==> config.mk <==
export PLATFORM = sky130hd
export DESIGN_NAME = dram_timing_ctrl
export DESIGN_NICKNAME = d
export VERILOG_FILES = /design/src/rtl/dram_timing_ctrl.sv
export SDC_FILE = /design/constraint.sdc
export NUM_CORES = 1
export LEC_CHECK = 0
export CORE_MARGIN = 4
export CORE_UTILIZATION = 58
export DETAILED_ROUTE_END_ITERATION = 10
export GPL_TIMING_DRIVEN = 0
export PLACE_DENSITY = 0.79
export SKIP_CTS_REPAIR_TIMING = 1
export SLEW_MARGIN = 20
export SYNTH_ARGS = -nofsm -noshare
export SYNTH_HDL_FRONTEND = slang
export SYNTH_SLANG_ARGS = --single-unit
==> constraint.sdc <==
create_clock -name CLK -period 3 [get_ports CLK]
set_clock_uncertainty 0.05 [all_clocks]
set_input_delay 0.6 -clock CLK [delete_from_list [all_inputs] [get_ports CLK]]
set_output_delay 0.6 -clock CLK [all_outputs]
set_load 0.02 [all_outputs]
==> src/rtl/dram_timing_ctrl.sv <==
// dram_timing_ctrl: times the DRAM command intervals for the command FSM and tracks postponed refreshes
module dram_timing_ctrl #(
    parameter int T_INIT   = 200,
    parameter int T_RCD    = 14,
    parameter int T_RP     = 14,
    parameter int T_CL     = 16,
    parameter int T_CWL    = 12,
    parameter int T_BURST  = 4,
    parameter int T_WR     = 16,
    parameter int T_RFC    = 260,
    parameter int T_REFI   = 7800,
    parameter int MAX_PEND = 8
) (
    input  logic       CLK,
    input  logic       nRST,
    input  logic [4:0] cmd_state,
    input  logic       init_req,
    output logic       init_done,
    output logic       tACT_done,
    output logic       tPRE_done,
    output logic       tRD_done,
    output logic       tWR_done,
    output logic       tREF_done,
    output logic       rf_req,
    output logic [3:0] pend_cnt,
    output logic       timing_err
);
    localparam logic [4:0] S_ACTIVATE = 5'd2, S_ACTIVATING = 5'd3, S_READ = 5'd4, S_READING = 5'd5,
                           S_WRITE = 5'd6, S_WRITING = 5'd7, S_PRECHARGE = 5'd8, S_PRECHARGING = 5'd9,
                           S_PRECHARGE_RE = 5'd10, S_PRECHARGING_RE = 5'd11, S_REFRESH = 5'd12,
                           S_REFRESHING = 5'd13;
    localparam int P_RD = T_CL + T_BURST;
    localparam int P_WR = T_CWL + T_BURST + T_WR;
    localparam int MX1  = T_RCD > P_RD ? T_RCD : P_RD;
    localparam int MX2  = MX1 > P_WR ? MX1 : P_WR;
    localparam int MX3  = MX2 > T_RP ? MX2 : T_RP;
    localparam int MAXT = MX3 > T_RFC ? MX3 : T_RFC;
    localparam int CW   = $clog2(MAXT + 1);
    localparam int IW   = $clog2(T_INIT + 1);
    localparam int RW   = $clog2(T_REFI + 1);

    typedef enum logic [2:0] {C_NONE, C_ACT, C_RD, C_WR, C_PRE, C_REF} cls_e;

    logic [CW-1:0] cnt_q, cnt_d, load;
    cls_e          cls_q, cls_d, load_cls;
    logic [IW-1:0] init_cnt_q, init_cnt_d;
    logic [RW-1:0] refi_q, refi_d;
    logic [3:0]    pend_q, pend_d;
    logic [4:0]    prev_st_q, prev_st_d;
    logic          init_done_q, init_done_d, ref_run_q, ref_run_d, rf_q, rf_d, err_q, err_d;
    logic          prev_bad_q, prev_bad_d;
    logic          issue, near, is_wait, own_done, wrap, do_ref, sat, starve;

    always_comb begin
        load     = '0;
        load_cls = C_NONE;
        case (cmd_state)
            S_ACTIVATE:                  begin load = CW'(T_RCD); load_cls = C_ACT; end
            S_READ:                      begin load = CW'(P_RD);  load_cls = C_RD;  end
            S_WRITE:                     begin load = CW'(P_WR);  load_cls = C_WR;  end
            S_PRECHARGE, S_PRECHARGE_RE: begin load = CW'(T_RP);  load_cls = C_PRE; end
            S_REFRESH:                   begin load = CW'(T_RFC); load_cls = C_REF; end
            default:                     ;
        endcase
        issue = load_cls != C_NONE;
        cnt_d = issue ? load : (cnt_q == '0 ? '0 : cnt_q - CW'(1));
        cls_d = issue ? load_cls : cls_q;
        // counter holds T in the cycle after issue, so value 2 marks cycle N+T-1
        near      = cnt_q <= CW'(2);
        tACT_done = near && cls_q == C_ACT && cmd_state == S_ACTIVATING;
        tRD_done  = near && cls_q == C_RD && cmd_state == S_READING;
        tWR_done  = near && cls_q == C_WR && cmd_state == S_WRITING;
        tPRE_done = near && cls_q == C_PRE && (cmd_state == S_PRECHARGING || cmd_state == S_PRECHARGING_RE);
        tREF_done = near && cls_q == C_REF && cmd_state == S_REFRESHING;
        is_wait   = cmd_state inside {S_ACTIVATING, S_READING, S_WRITING, S_PRECHARGING, S_PRECHARGING_RE, S_REFRESHING};
        own_done  = tACT_done | tRD_done | tWR_done | tPRE_done | tREF_done;
        init_cnt_d  = (init_req && !init_done_q) ? init_cnt_q + IW'(1) : '0;
        init_done_d = init_done_q | (init_req && init_cnt_q == IW'(T_INIT - 2));
        ref_run_d = init_done_q;
        wrap      = ref_run_q && refi_q == RW'(T_REFI - 1);
        refi_d    = (ref_run_q && !wrap) ? refi_q + RW'(1) : '0;
        do_ref    = cmd_state == S_REFRESH;
        sat       = wrap && !do_ref && pend_q == 4'(MAX_PEND);
        starve    = do_ref && !wrap && pend_q == '0;
        pend_d    = (wrap && !do_ref && !sat) ? pend_q + 4'd1 : (do_ref && !wrap && !starve) ? pend_q - 4'd1 : pend_q;
        rf_d      = pend_d != '0;
        err_d     = err_q | sat | starve | (prev_bad_q && cmd_state != prev_st_q);
        prev_bad_d = is_wait && !own_done;
        prev_st_d  = cmd_state;
    end

    always_ff @(posedge CLK or negedge nRST) begin
        if (!nRST) begin
            cnt_q       <= '0;
            cls_q       <= C_NONE;
            init_cnt_q  <= '0;
            init_done_q <= 1'b0;
            ref_run_q   <= 1'b0;
            refi_q      <= '0;
            pend_q      <= '0;
            rf_q        <= 1'b0;
            err_q       <= 1'b0;
            prev_bad_q  <= 1'b0;
            prev_st_q   <= '0;
        end else begin
            cnt_q       <= cnt_d;
            cls_q       <= cls_d;
            init_cnt_q  <= init_cnt_d;
            init_done_q <= init_done_d;
            ref_run_q   <= ref_run_d;
            refi_q      <= refi_d;
            pend_q      <= pend_d;
            rf_q        <= rf_d;
            err_q       <= err_d;
            prev_bad_q  <= prev_bad_d;
            prev_st_q   <= prev_st_d;
        end
    end

    assign init_done  = init_done_q;
    assign pend_cnt   = pend_q;
    assign rf_req     = rf_q;
    assign timing_err = err_q;
endmodule

==> qor_table.md, run 1 <==
| Metric | Reported | Unit |
| --- | --- | --- |
| Outcome | finished, final reports clean | - |
| Routability congestion estimate from global placement | 0.927 | - |
| Total overflow reported by the global router | 0 | - |
| Number of iterations in the first detailed-routing pass | 4 | - |
| Primary FF master, synth | sky130_fd_sc_hd__dfrtp_1 | - |
| Clock Path Buffers | 2 | - |
| Critical path class | reg -> out | - |
| Share of the cycle needed by the critical path after routing | 99.9 | % |
| Post-Route Utilization | 74.6 | % |
| TNS Setup | 0 | ns |
| Number of pins with negative max-slew slack in the final report | 0 | - |
| Synth warn | 0 | - |
| Total global routing track utilization | 20.8 | % |
| Area inside the core boundary | 4120 | um^2 |
| Crit Reg-Reg Startpoint | refi_q[0] | - |
| Worst-Skew Late Latency | 0.30 | ns |
| Power consumption | 1.99 | mW |
| Cell row count | 23 | - |
| Crit path largest cell delay | 0.57 | ns |
| Die height | 74.3 | um |
| Cells after synthesis | 260 | - |
| Drt via density | 5.97 | - |
| Data arrival, critical path | 2.35 | ns |
| Type of the worst min-delay path | in -> async | - |
| Required time of the critical path | 2.35 | ns |
| Share of the yosys chip area belonging to registers | 46.2 | % |
| Maximum number of pins on one net before global-route repair | 31 | - |
| Post-layout net count | 310 | - |
| Flip-flop and latch count after synthesis | 47 | - |
| Master of the slowest instance on the critical path | sky130_fd_sc_hd__or4_4 | - |
| Wire length of the first global-routing pass | 8890 | um |
| Max-Slew Margin vs Limit | 30.6 | % |
| Leading cell types by total area after synthesis | sky130_fd_sc_hd__dfrtp_1 (46%), sky130_fd_sc_hd__xnor2_1 (6.2%), sky130_fd_sc_hd__nor2_1 (4.6%), sky130_fd_sc_hd__xor2_1 (4.5%), sky130_fd_sc_hd__ha_1 (3.9%) | - |
| Synth unique cells | 49 | - |
| Max-capacitance violation count | 0 | - |
| Via count of the first global-routing pass | 1945 | - |
| I/O Pins | 20 | - |
| Leak | 1.36 | nW |
| H-tree level count | 2 | - |
| Placed wire-length estimate after detailed placement | 3550 | um |
| Final number of hold-violating endpoints | 0 | - |
| Number of nets still failing antenna checks after routing | 0 | - |
| Share of synthesized registers carrying an async set or reset | 100 | % |
| Die area | 5510 | um^2 |
| Number of port buffers | 19 | - |
| Most common library cell in the layout ignoring fill and taps | sky130_fd_sc_hd__dfrtp_1 | - |
| Wire length after detailed routing | 5390 | um |
| Pwr/cell area | 647 | nW/um^2 |
| Pre-CTS setup slack | -0.476 | ns |
| Synthesis-to-layout area growth | 20.5 | % |
| CTS Root Buffer Type | sky130_fd_sc_hd__clkbuf_8 | - |
| Netlist area before placement | 2550 | um^2 |
| Post-synthesis cell type with the largest combined area | sky130_fd_sc_hd__dfrtp_1 | - |
| Worst vdd ir | 0.390 | mV |
| RSZ-0062 raised after global routing | true | - |
| Clock period minus worst slack | 3.00 | ns |
| Mean cell area of the mapped netlist | 9.79 | um^2 |
| Syn Nets | 276 | - |
| Placed instance count | 330 | - |
| Initial Util | 61.9 | % |
| Number of antenna violations at the first check in global routing | 0 | - |
| Total clock buffers created by CTS | 5 | - |
| Post-DP Area | 2810 | um^2 |
| Ordered cell list for the critical path | or4_4, nor4_4, nor4b_4, nand4_1, nor3_2, clkbuf_2 | - |
| Startpoint class of the critical path | register | - |
| Largest driver fanout on the critical path | 3 | - |
| CP endpoint kind | primary output | - |
| Top library cells by usage in the layout, fill and taps aside | sky130_fd_sc_hd__dfrtp_1 (47), sky130_fd_sc_hd__nor2_1 (30), sky130_fd_sc_hd__nand3_1 (18), sky130_fd_sc_hd__xnor2_1 (18), sky130_fd_sc_hd__inv_1 (14) | - |
| Setup ws final | 0.00388 | ns |
| Number of diodes | 0 | - |
| Initial drt markers | 107 | - |
| Layout filler cell count | 285 | - |
| Post-route standard cell area excluding fillers | 3070 | um^2 |
| Top achievable clock speed | 334 | MHz |
| Slew at the pin with the worst max-slew slack | 1.03 | ns |
| Drc violations | 0 | - |
| TritonCTS clock tree | yes | - |
| Filler-free cell count of the finished design | 345 | - |
| Clock sink count | 47 | - |
| Vias post-DR | 2061 | - |
| Worst setup startpoint | cnt_q[5] | - |
| Share of final-layout standard cells stronger than drive strength 1 | 13.2 | % |
| Final routed wire length divided by cell count | 15.6 | um |
| Clock transition at path regs | 0.09 | ns |
| Share of Yosys cell area claimed by the top area cell type | 46.2 | % |
| Number of enable-type register cells in the synthesized netlist | 0 | - |
| Final setup violation count | 0 | - |
| Smallest hold slack | 0.188 | ns |
| Horizontal die dimension | 74.3 | um |
[worst paths after layout]
| path | to | slack, ns | depth (start not counted) |
|---|---|---|---|
| worst max-delay path | tPRE_done | 0.004 | 6 |
| worst min-delay path | refi_q[7] | 0.19 | 1 |
| worst max register to register | rf_req | 0.09 | 6 |
| worst min register to register | ref_run_q | 0.38 | 0 |
| max in group asynchronous | cls_q[2] | 2.20 | 2 |
| min in group CLK | ref_run_q | 0.38 | 0 |
[flip-flops by register name, summed over array words and instances (netlist names), 3 cells and up]
name,cells
cnt_q,9
refi_q,13
init_cnt_q,8
pend_cnt,4
prev_st_q,5
cls_q,3
[cells in the mapped netlist (2+ instances only)]
master and n:
sky130_fd_sc_hd__xor2_1 13, sky130_fd_sc_hd__nor4b_1 2, sky130_fd_sc_hd__inv_1 14, sky130_fd_sc_hd__nand2_1 12, sky130_fd_sc_hd__nor4_1 3, sky130_fd_sc_hd__o22ai_1 3, sky130_fd_sc_hd__nand2b_1 3, sky130_fd_sc_hd__clkbuf_1 7
sky130_fd_sc_hd__o211ai_1 2, sky130_fd_sc_hd__ha_1 8, sky130_fd_sc_hd__nand4_1 6, sky130_fd_sc_hd__nor2_1 31, sky130_fd_sc_hd__nand3b_1 3, sky130_fd_sc_hd__and3_1 7, sky130_fd_sc_hd__dfrtp_1 47, sky130_fd_sc_hd__nor3_1 11
sky130_fd_sc_hd__or4_1 4, sky130_fd_sc_hd__a21oi_1 5, sky130_fd_sc_hd__o21ai_0 8, sky130_fd_sc_hd__nand3_1 18, sky130_fd_sc_hd__nor2b_1 3, sky130_fd_sc_hd__xnor2_1 18, sky130_fd_sc_hd__or3_1 5, sky130_fd_sc_hd__buf_2 2
[cell families (layout without fill, tap and decap cells)]
| kind of cell | Yosys count | in the layout | share of synthesized area (%) |
|---|---|---|---|
| simple gates | 119 | 119 | 26.6 |
| mux | 1 | 1 | 1.03 |
| buf+inv | 24 | 59 | 3.69 |
| compound gates | 30 | 30 | 7.86 |
| xor+xnor | 31 | 31 | 10.7 |
| flops | 47 | 47 | 46.2 |
| fa+ha+maj | 8 | 8 | 3.93 |
[worst max-delay path: cells and delay by family (launching register included)]
kind | cells | cell delay, ns
DFF | 1 | 0.39
buffers and inverters | 1 | 0.20
and+or+nand+nor | 5 | 1.46
[metal layers]
metal	track usage, %	part of all wire, %	up-vias
li1	-	-	981
met1	29.1	45	997
met2	33.2	48	74
met3	4.19	6.1	9
met4	5.73	1.4	0
met5	0	0	-
[report_power, final]
part	internal (mW)	leakage (nW)	switching [mW]
combinational	0.291	0.691	0.307
clock	0.333	0.0654	0.215
sequential	0.728	0.607	0.112
[layout make-up]
class	instances	area [um^2]	area share [%]
Inverter	14	52.6	1.71
Multi-Input combinational cell	189	1340	43.7
Timing Repair Buffer	27	256	8.36
Sequential cell	47	1180	38.3
Clock buffer	6	72.6	2.36
Tap cell	50	62.6	2.04
Buffer	10	48.8	1.59
Clock inverter	2	60.1	1.96
Note: power is estimated with default switching activity, not from simulation.
==> inputs of run 2 (changes only) <==
- CORE_UTILIZATION: 58 -> 25
- DONT_BUFFER_PORTS: not set -> 1
- PLACE_DENSITY: 0.79 -> not set
==> run 2 against run 1 <==
The flow now finishes with violations (negative setup slack). Cell area down 4.0%. Combinational power is 20% lower. Clock-buffer cell count unchanged. Clock power decreased by 18%. Setup slack lost 0.090 ns. Register-to-register slack improved by 0.14 ns. Sequential power up 3.9%. Sequential share of layout area increased by 1.6 points. Critical path depth is the same. Core utilization is 45 points lower.
==> qor_table.md, run 2 (synthesis results as in run 1) <==
| Metric | Reported | Unit | vs previous |
| --- | --- | --- | --- |
| Outcome | finished with violations | - | was finished, final reports clean |
| Violated checks | negative setup slack | - |  |
| Leak | 1.23 | nW | was 1.36 nW |
| Required time of the critical path | 2.35 | ns | about the same |
| Top library cells by usage in the layout, fill and taps aside | sky130_fd_sc_hd__dfrtp_1 (47), sky130_fd_sc_hd__nor2_1 (30), sky130_fd_sc_hd__nand3_1 (18), sky130_fd_sc_hd__xnor2_1 (18), sky130_fd_sc_hd__inv_1 (14) | - | unchanged |
| Register bank with the most flops | refi_q | - | unchanged |
| Clock transition at path regs | 0.09 | ns | about the same |
| Drt via density | 4.72 | - | was 5.97 |
| Number of port buffers | 0 | - | was 19 |
| Worst vdd ir | 0.290 | mV | was 0.390 mV |
| CTS Root Buffer Type | sky130_fd_sc_hd__clkbuf_8 | - | unchanged |
| Startpoint class of the critical path | register | - | unchanged |
| Number of iterations in the first detailed-routing pass | 4 | - | unchanged |
| Drc violations | 0 | - | unchanged |
| Critical path class | reg -> out | - | unchanged |
| Number of diodes | 0 | - | unchanged |
| Data arrival, critical path | 2.44 | ns | was 2.35 ns |
| Max-capacitance violation count | 0 | - | unchanged |
| Initial drt markers | 105 | - | was 107 |
| Cell row count | 36 | - | was 23 |
| Max-Slew Margin vs Limit | 28.2 | % | was 30.6% |
| R2R cell count | 6 | - | unchanged |
| Worst-Skew Late Latency | 0.29 | ns | was 0.30 ns |
| Share of the cycle needed by the critical path after routing | 103 | % | was 99.9% |
| Die area | 11900 | um^2 | was 5510 um^2 |
| Filler-free cell count of the finished design | 405 | - | was 345 |
| Final number of hold-violating endpoints | 0 | - | unchanged |
| Final routed wire length divided by cell count | 12.8 | um | was 15.6 um |
| Total global routing track utilization | 9.44 | % | was 20.8% |
| Post-Route Utilization | 29.9 | % | was 74.6% |
| Number of pins with negative max-slew slack in the final report | 0 | - | unchanged |
| Routability congestion estimate from global placement | 0.788 | - | was 0.927 |
| Synthesis-to-layout area growth | 15.7 | % | was 20.5% |
| RSZ-0062 raised after global routing | true | - | unchanged |
| Pre-CTS setup slack | -0.196 | ns | was -0.476 ns |
| Via count of the first global-routing pass | 1917 | - | was 1945 |
| Clock sink count | 47 | - | unchanged |
| Number of nets still failing antenna checks after routing | 0 | - | unchanged |
| Horizontal die dimension | 109 | um | was 74.3 um |
| Final setup violation count | 1 | - | was 0 |
| Post-DP Area | 2710 | um^2 | was 2810 um^2 |
| Slew at the pin with the worst max-slew slack | 1.07 | ns | was 1.03 ns |
| Pwr/cell area | 612 | nW/um^2 | was 647 nW/um^2 |
| Wire length after detailed routing | 5190 | um | was 5390 um |
| Post-route standard cell area excluding fillers | 2950 | um^2 | was 3070 um^2 |
| Largest register FFs | 13 | - | unchanged |
| CP endpoint kind | primary output | - | unchanged |
| Wire length of the first global-routing pass | 9050 | um | was 8890 um |
| Share of final-layout standard cells stronger than drive strength 1 | 10.3 | % | was 13.2% |
| Setup ws final | -0.0857 | ns | was 0.00388 ns |
| Die height | 109 | um | was 74.3 um |
| Placed instance count | 393 | - | was 330 |
| Largest driver fanout on the critical path | 3 | - | unchanged |
| Initial Util | 25.8 | % | was 61.9% |
| H-tree level count | 2 | - | unchanged |
| TritonCTS clock tree | yes | - | unchanged |
| Placed wire-length estimate after detailed placement | 3600 | um | was 3550 um |
| I/O Pins | 20 | - | unchanged |
| Top achievable clock speed | 324 | MHz | was 334 MHz |
| Registers with the most flip-flops | refi_q (13), cnt_q (9), init_cnt_q (8) | - | unchanged |
| Vias post-DR | 1912 | - | was 2061 |
| Total clock buffers created by CTS | 5 | - | unchanged |
| Post-layout net count | 288 | - | was 310 |
| Clock Path Buffers | 2 | - | unchanged |
| Most common library cell in the layout ignoring fill and taps | sky130_fd_sc_hd__dfrtp_1 | - | unchanged |
| Area inside the core boundary | 9860 | um^2 | was 4120 um^2 |
| Maximum number of pins on one net before global-route repair | 48 | - | was 31 |
| Total overflow reported by the global router | 0 | - | unchanged |
| Power consumption | 1.80 | mW | was 1.99 mW |
| Clock period minus worst slack | 3.09 | ns | was 3.00 ns |
| Type of the worst min-delay path | in -> async | - | unchanged |
| Number of antenna violations at the first check in global routing | 0 | - | unchanged |
-- run 2: area by class of cell --
type	count	area, um^2
multi-input cells	189	1350
flip-flops and latches	47	1180
well taps	133	166
fillers	1030	6920
repair buffers	5	57.6
inverters	14	52.6
clock buffers	6	72.6
clock inverters	1	30.0
plain buffers	10	41.3
-- run 2: per-layer routing --
| layer | part of all wire (%) | GRT usage (%) | wire (um) |
|---|---|---|---|
| met3 | 3.4 | 2.07 | 179 |
| met2 | 48 | 15.4 | 2500 |
| met1 | 47 | 12.4 | 2460 |
| met5 | 0 | 0 | 0 |
| met4 | 1.0 | 3.07 | 53 |
-- run 2: path summary, 6_finish.rpt --
| path | startpoint | slack (ns) | end |
|---|---|---|---|
| max | cnt_q[5] | -0.09 | tPRE_done |
| min | nRST | 0.1 | init_cnt_q[1] |
| max reg2reg | refi_q[0] | 0.23 | rf_req |
| min reg2reg | init_cnt_q[0] | 0.43 | init_cnt_q[0] |
| max in group asynchronous | nRST | 2.58 | cnt_q[1] |
| min in group CLK | cmd_state[1] | 0.28 | prev_st_q[1] |
-- run 2: stage by stage --
step / hold WS (ns) / TNS, ns
4_1_cts: -0.0696 / -1.40
3_5_place_dp: 0.256 / -0.372
5_1_grt: 0.102 / -0.305
3_3_place_gp: 0.256 / -0.277
2_1_floorplan: 0.254 / 0
6_report: 0.0988 / -0.0857
-- run 2: report_power, final --
group | leakage [nW] | switching, mW | total (mW) | internal (mW)
logic | 0.576 | 0.247 | 0.481 | 0.233
registers | 0.607 | 0.146 | 0.873 | 0.727
clock network | 0.0513 | 0.203 | 0.448 | 0.245
total | 1.23 | 0.596 | 1.80 | 1.21
-- run 2: critical path: stages (launching register included) --
cell and delay (ns):
sky130_fd_sc_hd__dfrtp_1 0.41, sky130_fd_sc_hd__or4_4 0.55, sky130_fd_sc_hd__nor4_4 0.30, sky130_fd_sc_hd__nor4b_4 0.28, sky130_fd_sc_hd__nand4_1 0.13, sky130_fd_sc_hd__buf_4 0.19, sky130_fd_sc_hd__nor3_4 0.27
